**src/rtl/led_panel_single_ctrl.sv**
```systemverilog
// Scan controller and moving test-pattern generator for one 1-bit-RGB LED matrix panel.
// Each row shifts COLS pixels, then blanks, latches and steps the external row address.
module led_panel_single_ctrl #(
  parameter int COLS = 32
) (
  input  logic       clk,
  input  logic       reset,
  output logic       red_out,
  output logic       green_out,
  output logic       blue_out,
  output logic       sclk_out,
  output logic       latch_out,
  output logic       blank_out,
  output logic       aclk_out,
  output logic       arst_out,
  input  logic [2:0] rowmax_in
);

  localparam int CW = $clog2(COLS);

  localparam logic [1:0] ST_SHIFT = 2'd0;
  localparam logic [1:0] ST_BLANK = 2'd1;
  localparam logic [1:0] ST_LATCH = 2'd2;
  localparam logic [1:0] ST_ADDR  = 2'd3;

  logic [1:0]    state;
  logic [5:0]    row;
  logic [7:0]    frame;
  logic [CW-1:0] col;
  logic          phase;

  logic [2:0] col_lo;
  logic [2:0] pix;
  logic [5:0] last_row;

  always_comb begin
    col_lo   = 3'(col);
    pix      = col_lo + row[2:0] + frame[2:0];
    last_row = {rowmax_in, 3'b111};
  end

  // Outputs are registered from the current state, so the pins trail the
  // state registers by one clock; the first cycle after release is SHIFT col 0.
  always_ff @(posedge clk or posedge reset) begin
    if (reset) begin
      state     <= ST_SHIFT;
      row       <= '0;
      frame     <= '0;
      col       <= '0;
      phase     <= 1'b0;
      red_out   <= 1'b0;
      green_out <= 1'b0;
      blue_out  <= 1'b0;
      sclk_out  <= 1'b0;
      latch_out <= 1'b0;
      blank_out <= 1'b1;
      aclk_out  <= 1'b0;
      arst_out  <= 1'b0;
    end else begin
      red_out   <= 1'b0;
      green_out <= 1'b0;
      blue_out  <= 1'b0;
      sclk_out  <= 1'b0;
      latch_out <= 1'b0;
      blank_out <= 1'b1;
      aclk_out  <= 1'b0;
      arst_out  <= 1'b0;
      case (state)
        ST_SHIFT: begin
          blank_out                       <= 1'b0;
          sclk_out                        <= phase;
          {blue_out, green_out, red_out}  <= pix;
          phase                           <= ~phase;
          if (phase) begin
            // COLS is a power of two, so col wraps to 0 by itself.
            col <= col + 1'b1;
            if (col == CW'(COLS - 1)) state <= ST_BLANK;
          end
        end
        ST_BLANK: state <= ST_LATCH;
        ST_LATCH: begin
          latch_out <= 1'b1;
          state     <= ST_ADDR;
        end
        ST_ADDR: begin
          if (row == 6'd0) arst_out <= 1'b1;
          else             aclk_out <= 1'b1;
          if (row >= last_row) begin
            row   <= '0;
            frame <= frame + 8'd1;
          end else begin
            row <= row + 6'd1;
          end
          state <= ST_SHIFT;
        end
        default: state <= ST_SHIFT;
      endcase
    end
  end

endmodule

```
**config.mk**
```make
export PLATFORM = sky130hd
export DESIGN_NAME = led_panel_single_ctrl
export DESIGN_NICKNAME = d
export VERILOG_FILES = /design/src/rtl/led_panel_single_ctrl.sv
export SDC_FILE = /design/constraint.sdc
export NUM_CORES = 1
export LEC_CHECK = 0
export ABC_CLOCK_PERIOD_IN_PS = 4200
export BUFFER_PORTS_ARGS = -buffer_cell sky130_fd_sc_hd__buf_2
export CORE_MARGIN = 2
export CORE_UTILIZATION = 25
export CTS_BUF_LIST = sky130_fd_sc_hd__clkbuf_4
export DETAILED_ROUTE_END_ITERATION = 10
export GPL_TIMING_DRIVEN = 0
export SLEW_MARGIN = 20
export SYNTH_ARGS = -nofsm -noshare
export SYNTH_HDL_FRONTEND = slang
export SYNTH_SLANG_ARGS = --single-unit
```
**constraint.sdc**
```tcl
create_clock -name clk -period 4.2 [get_ports clk]
set_input_delay 0.84 -clock clk [delete_from_list [all_inputs] [get_ports clk]]
set_output_delay 0.84 -clock clk [all_outputs]
set_load 0.02 [all_outputs]
```
==> summary.md <==
Among all cell types in the netlist, the one instantiated most often is sky130_fd_sc_hd__dfrtp_1. The average instance in the mapped netlist occupies 11.1 um^2. The final setup violation count is 0.

The final critical-path share of the clock period is 50.4%, and the flop-to-flop setup slack is 2280 ps. Compared with the post-synthesis result, the final layout area differs by 13.5%. Total global routing overflow: 0. On the worst path, the slowest cell contributes a delay of 310 ps. At the pin with the least slew margin, the transition time is 935 ps.

The number of synthesized register bits was 25. For the max-cap violation count, the log shows 0. After clock tree synthesis, the flow added hold-fix buffers numbering 0. The run gives 4410 ps as the required time at the worst-slack endpoint. The worst path in the final design needs a cycle of 2120 ps, including I/O delays and setup. On the critical path, the stage with the largest delay is an instance of sky130_fd_sc_hd__ha_1.

After clock tree synthesis, the setup repair step added 0 buffers. Sorting the synthesized cells by how often they occur yields sky130_fd_sc_hd__dfrtp_1, sky130_fd_sc_hd__inv_1, sky130_fd_sc_hd__ha_1, sky130_fd_sc_hd__xnor2_1, sky130_fd_sc_hd__nand2_1. The first global-routing pass estimated 3800 um of wire. Sort of element at the start of the critical path: an input port. The multi-input combinational cells in the finished layout cover a total of 602 um^2. Of all nets on the critical path, the largest fanout is 7. The first detailed-routing pass ran for 4 iterations.

Clock-pin slew was measured on the worst setup and hold paths at 130 ps. The most area-hungry cell type in the Yosys netlist is sky130_fd_sc_hd__dfrtp_1. The logs give 3 for the CTS buffer count and 15.5 ps for the final worst clock skew. The floorplan has 26 rows. The path class of the tightest hold or removal check is flip-flop to flip-flop.

After technology mapping, the gate count stands at 118. The run gives 0.682 nW as the leakage component of the power. The synthesized design devotes to its leading area cell type 45.7% of total area. The number of antenna violations at the first check in global routing was 0; the maximum clock frequency was 473 MHz.

Setup repair after global routing left no endpoint under its margin. When the netlist entered floorplanning its net count stood at 138. The filler cells instantiated in the layout total 548.

The HPWL after detailed placement is 1580 um, and the overall fraction of global-route tracks in use is 8.06%. By area the synthesized netlist is led by sky130_fd_sc_hd__dfrtp_1, sky130_fd_sc_hd__ha_1, sky130_fd_sc_hd__xnor2_1. TritonCTS built the clock tree.

The starting density of the core is 25.7%, and the async set or reset register ratio after synthesis is 100%. The count of nets left with antenna violations after detail routing is 0, and the fraction of final layout cells sized beyond drive strength 1 is 17.9%. The floorplan die height is 76.5 um, and the floorplan die area is 0.00586 mm^2.

The count of yosys warnings during synthesis is 0. The number of cells upsized or downsized after cts came out at 0. Terminating pin of the worst hold path: frame[2]. The tools report the end of the worst register-to-register path as frame[1]. The run finished with clean final reports. The logs give 0 for the max-slew violation count and 37.6% for the worst-case headroom to the max-slew limit. The later pin in the worst-skew pair is clocked with a latency of 320 ps. 13 I/O pins were placed. The final weighted congestion in routability-driven placement was 0.794; the per-cell via count in the routed design was 4.16. The floorplan step set the die width to 76.5 um. The signal on the critical path passes through buf_2, inv_1, ha_1, a21oi_1, and2_1, clkbuf_1, a21bo_4, mux2_4. Dividing the detail-routed wire length by the instance count gives 10.3 um.

The routed design has 2100 um of wire. The cell area that synthesis handed to floorplanning was 0.00132 mm^2. The net count of the finished layout was 155. The startpoint identified for the worst register-to-register timing path is row[5]. In this run, synthesis inferred 0 flip-flops with an integrated enable.

The startpoint identified for the worst hold timing path is frame[2]. The maximum buffer depth of the clock tree was 2; the DRC marker count from the first detailed-route iteration was 69. The tools report the number of global-route vias before repair as 842.

The summed negative setup slack over all endpoints is 0 ps, and the count of cells along the worst register-to-register path is 6. For the peak ir drop on the vdd network, the log shows 0.0962 mV. For this run, the register share of the synthesized area comes to 47.7%.

In this run, distinct cell masters in the synthesized netlist total 31. The count of input and output buffers was 12. For this run, design rule violations remaining after detail routing come to 0. The count of endpoints failing hold in the final timing report is 0.

The type of destination of the critical path was a flip-flop. The number of antenna diodes came out at 0. The number of sinks handled by clock tree synthesis was 25; the post-route worst hold slack was 493 ps.

The number of levels the H-tree was split into was 1; the core footprint was 0.00511 mm^2. The finished layout holds 204 standard cells, fillers aside. The via total after detailed routing was 849; the instance count along the most critical hold path was 1.

Entering global routing, the biggest net connects 26 pins. The most common flop cell mapped by yosys is sky130_fd_sc_hd__dfrtp_1. For the data arrival time at the worst-slack endpoint, the log shows 2330 ps. Summing all flip-flop and latch instances after layout gives 627 um^2.

By startpoint and endpoint, the worst setup path is classified as input port to flip-flop. The run gives 200 as the post-placement cell count. In this run the power density over the cells is 248 mW/mm^2. Clock tree root driver cell: sky130_fd_sc_hd__clkbuf_4.
-- state kept, by name, summed over array words and instances (netlist names) --
register	count
phase	1
frame	3
green_out	1
col	5
arst_out	1
sclk_out	1
red_out	1
blank_out	1
state	2
blue_out	1
aclk_out	1
latch_out	1
row	6
-- critical path, delay by kind of cell --
family | cells | cell delay (ps)
buffers and inverters | 3 | 380
adder cells (fa/ha/maj) | 1 | 310
AO/OA/AOI/OAI | 2 | 360
AND/OR/NAND/NOR | 1 | 140
multiplexers | 1 | 290
-- metal layers --
metal  GRT usage (%)  vias up  wire length [um]
met3            1.42        2                47
met4            4.36        0                36
li1                -      423                 -
met1            9.72      413               979
met5               0        -                 0
met2            13.6       11              1040
-- where the power goes --
part / switching (W) / total [W] / internal [W]
registers: 0.000000358 / 0.000242 / 0.000242
logic: 0.0000104 / 0.0000160 / 0.00000559
clock network: 0.0000757 / 0.000112 / 0.0000364
total: 0.0000864 / 0.000370 / 0.000283
-- worst max path at each step --
| stage | slack, ps | end | depth (start not counted) | startpoint |
|---|---|---|---|---|
| after floorplan | 1970 | frame[1] | 7 | rowmax_in[2] |
| after global placement | 1750 | frame[1] | 8 | rowmax_in[2] |
| final | 2080 | frame[1] | 8 | rowmax_in[2] |
| after CTS | 2100 | frame[1] | 8 | rowmax_in[2] |
| after global routing | 1990 | frame[1] | 8 | rowmax_in[2] |
| after detailed placement | 1740 | frame[1] | 8 | rowmax_in[2] |
-- layout by cell type (no fill, tap or decap), types with 3 or more instances in the layout --
| cell | n |
|---|---|
| sky130_fd_sc_hd__nor3_1 | 3 |
| sky130_fd_sc_hd__nand2_1 | 7 |
| sky130_fd_sc_hd__buf_2 | 12 |
| sky130_fd_sc_hd__inv_1 | 14 |
| sky130_fd_sc_hd__clkbuf_4 | 3 |
| sky130_fd_sc_hd__and2_1 | 4 |
| sky130_fd_sc_hd__dfrtp_1 | 24 |
| sky130_fd_sc_hd__a21oi_1 | 5 |
| sky130_fd_sc_hd__o21ai_0 | 5 |
| sky130_fd_sc_hd__clkbuf_1 | 3 |
| sky130_fd_sc_hd__xnor2_1 | 8 |
| sky130_fd_sc_hd__xor2_1 | 3 |
| sky130_fd_sc_hd__nand4_1 | 3 |
| sky130_fd_sc_hd__ha_1 | 13 |
-- final cells by class --
type                    count  share of cell area [%]
plain buffers               5                    2.26
clock buffers               3                    1.51
clock inverters             1                   0.503
inverters                  14                    3.52
multi-input cells          74                    40.3
flip-flops and latches     25                    42.0
well taps                  70                    5.87
repair buffers             12                    4.02
-- cell families (layout without fill, tap and decap cells) --
group                    count (synthesis)  count (layout)  synth area share [%]
buffers and inverters                   19              35                  6.56
adder cells (fa/ha/maj)                 15              15                  15.4
flip-flops                              25              25                  47.7
AND/OR/NAND/NOR                         27              27                  10.9
AO/OA/AOI/OAI                           18              18                  9.23
multiplexers                             3               3                  2.85
XOR/XNOR                                11              11                  7.33
-- per-stage QoR --
step / setup WS, ps / util (%) / total power, W / area, um^2
after global placement: 1750 / 28.6 / 0.000263 / 1460
after floorplan: 1970 / - / 0.000258 / 1320
final: 2080 / 29.2 / 0.000370 / 1490
after CTS: 2100 / 29.2 / 0.000377 / 1490
after global routing: 1990 / 29.2 / 0.000387 / 1490
after detailed placement: 1740 / 28.6 / 0.000263 / 1460
Note: power is estimated with default switching activity, not from simulation.
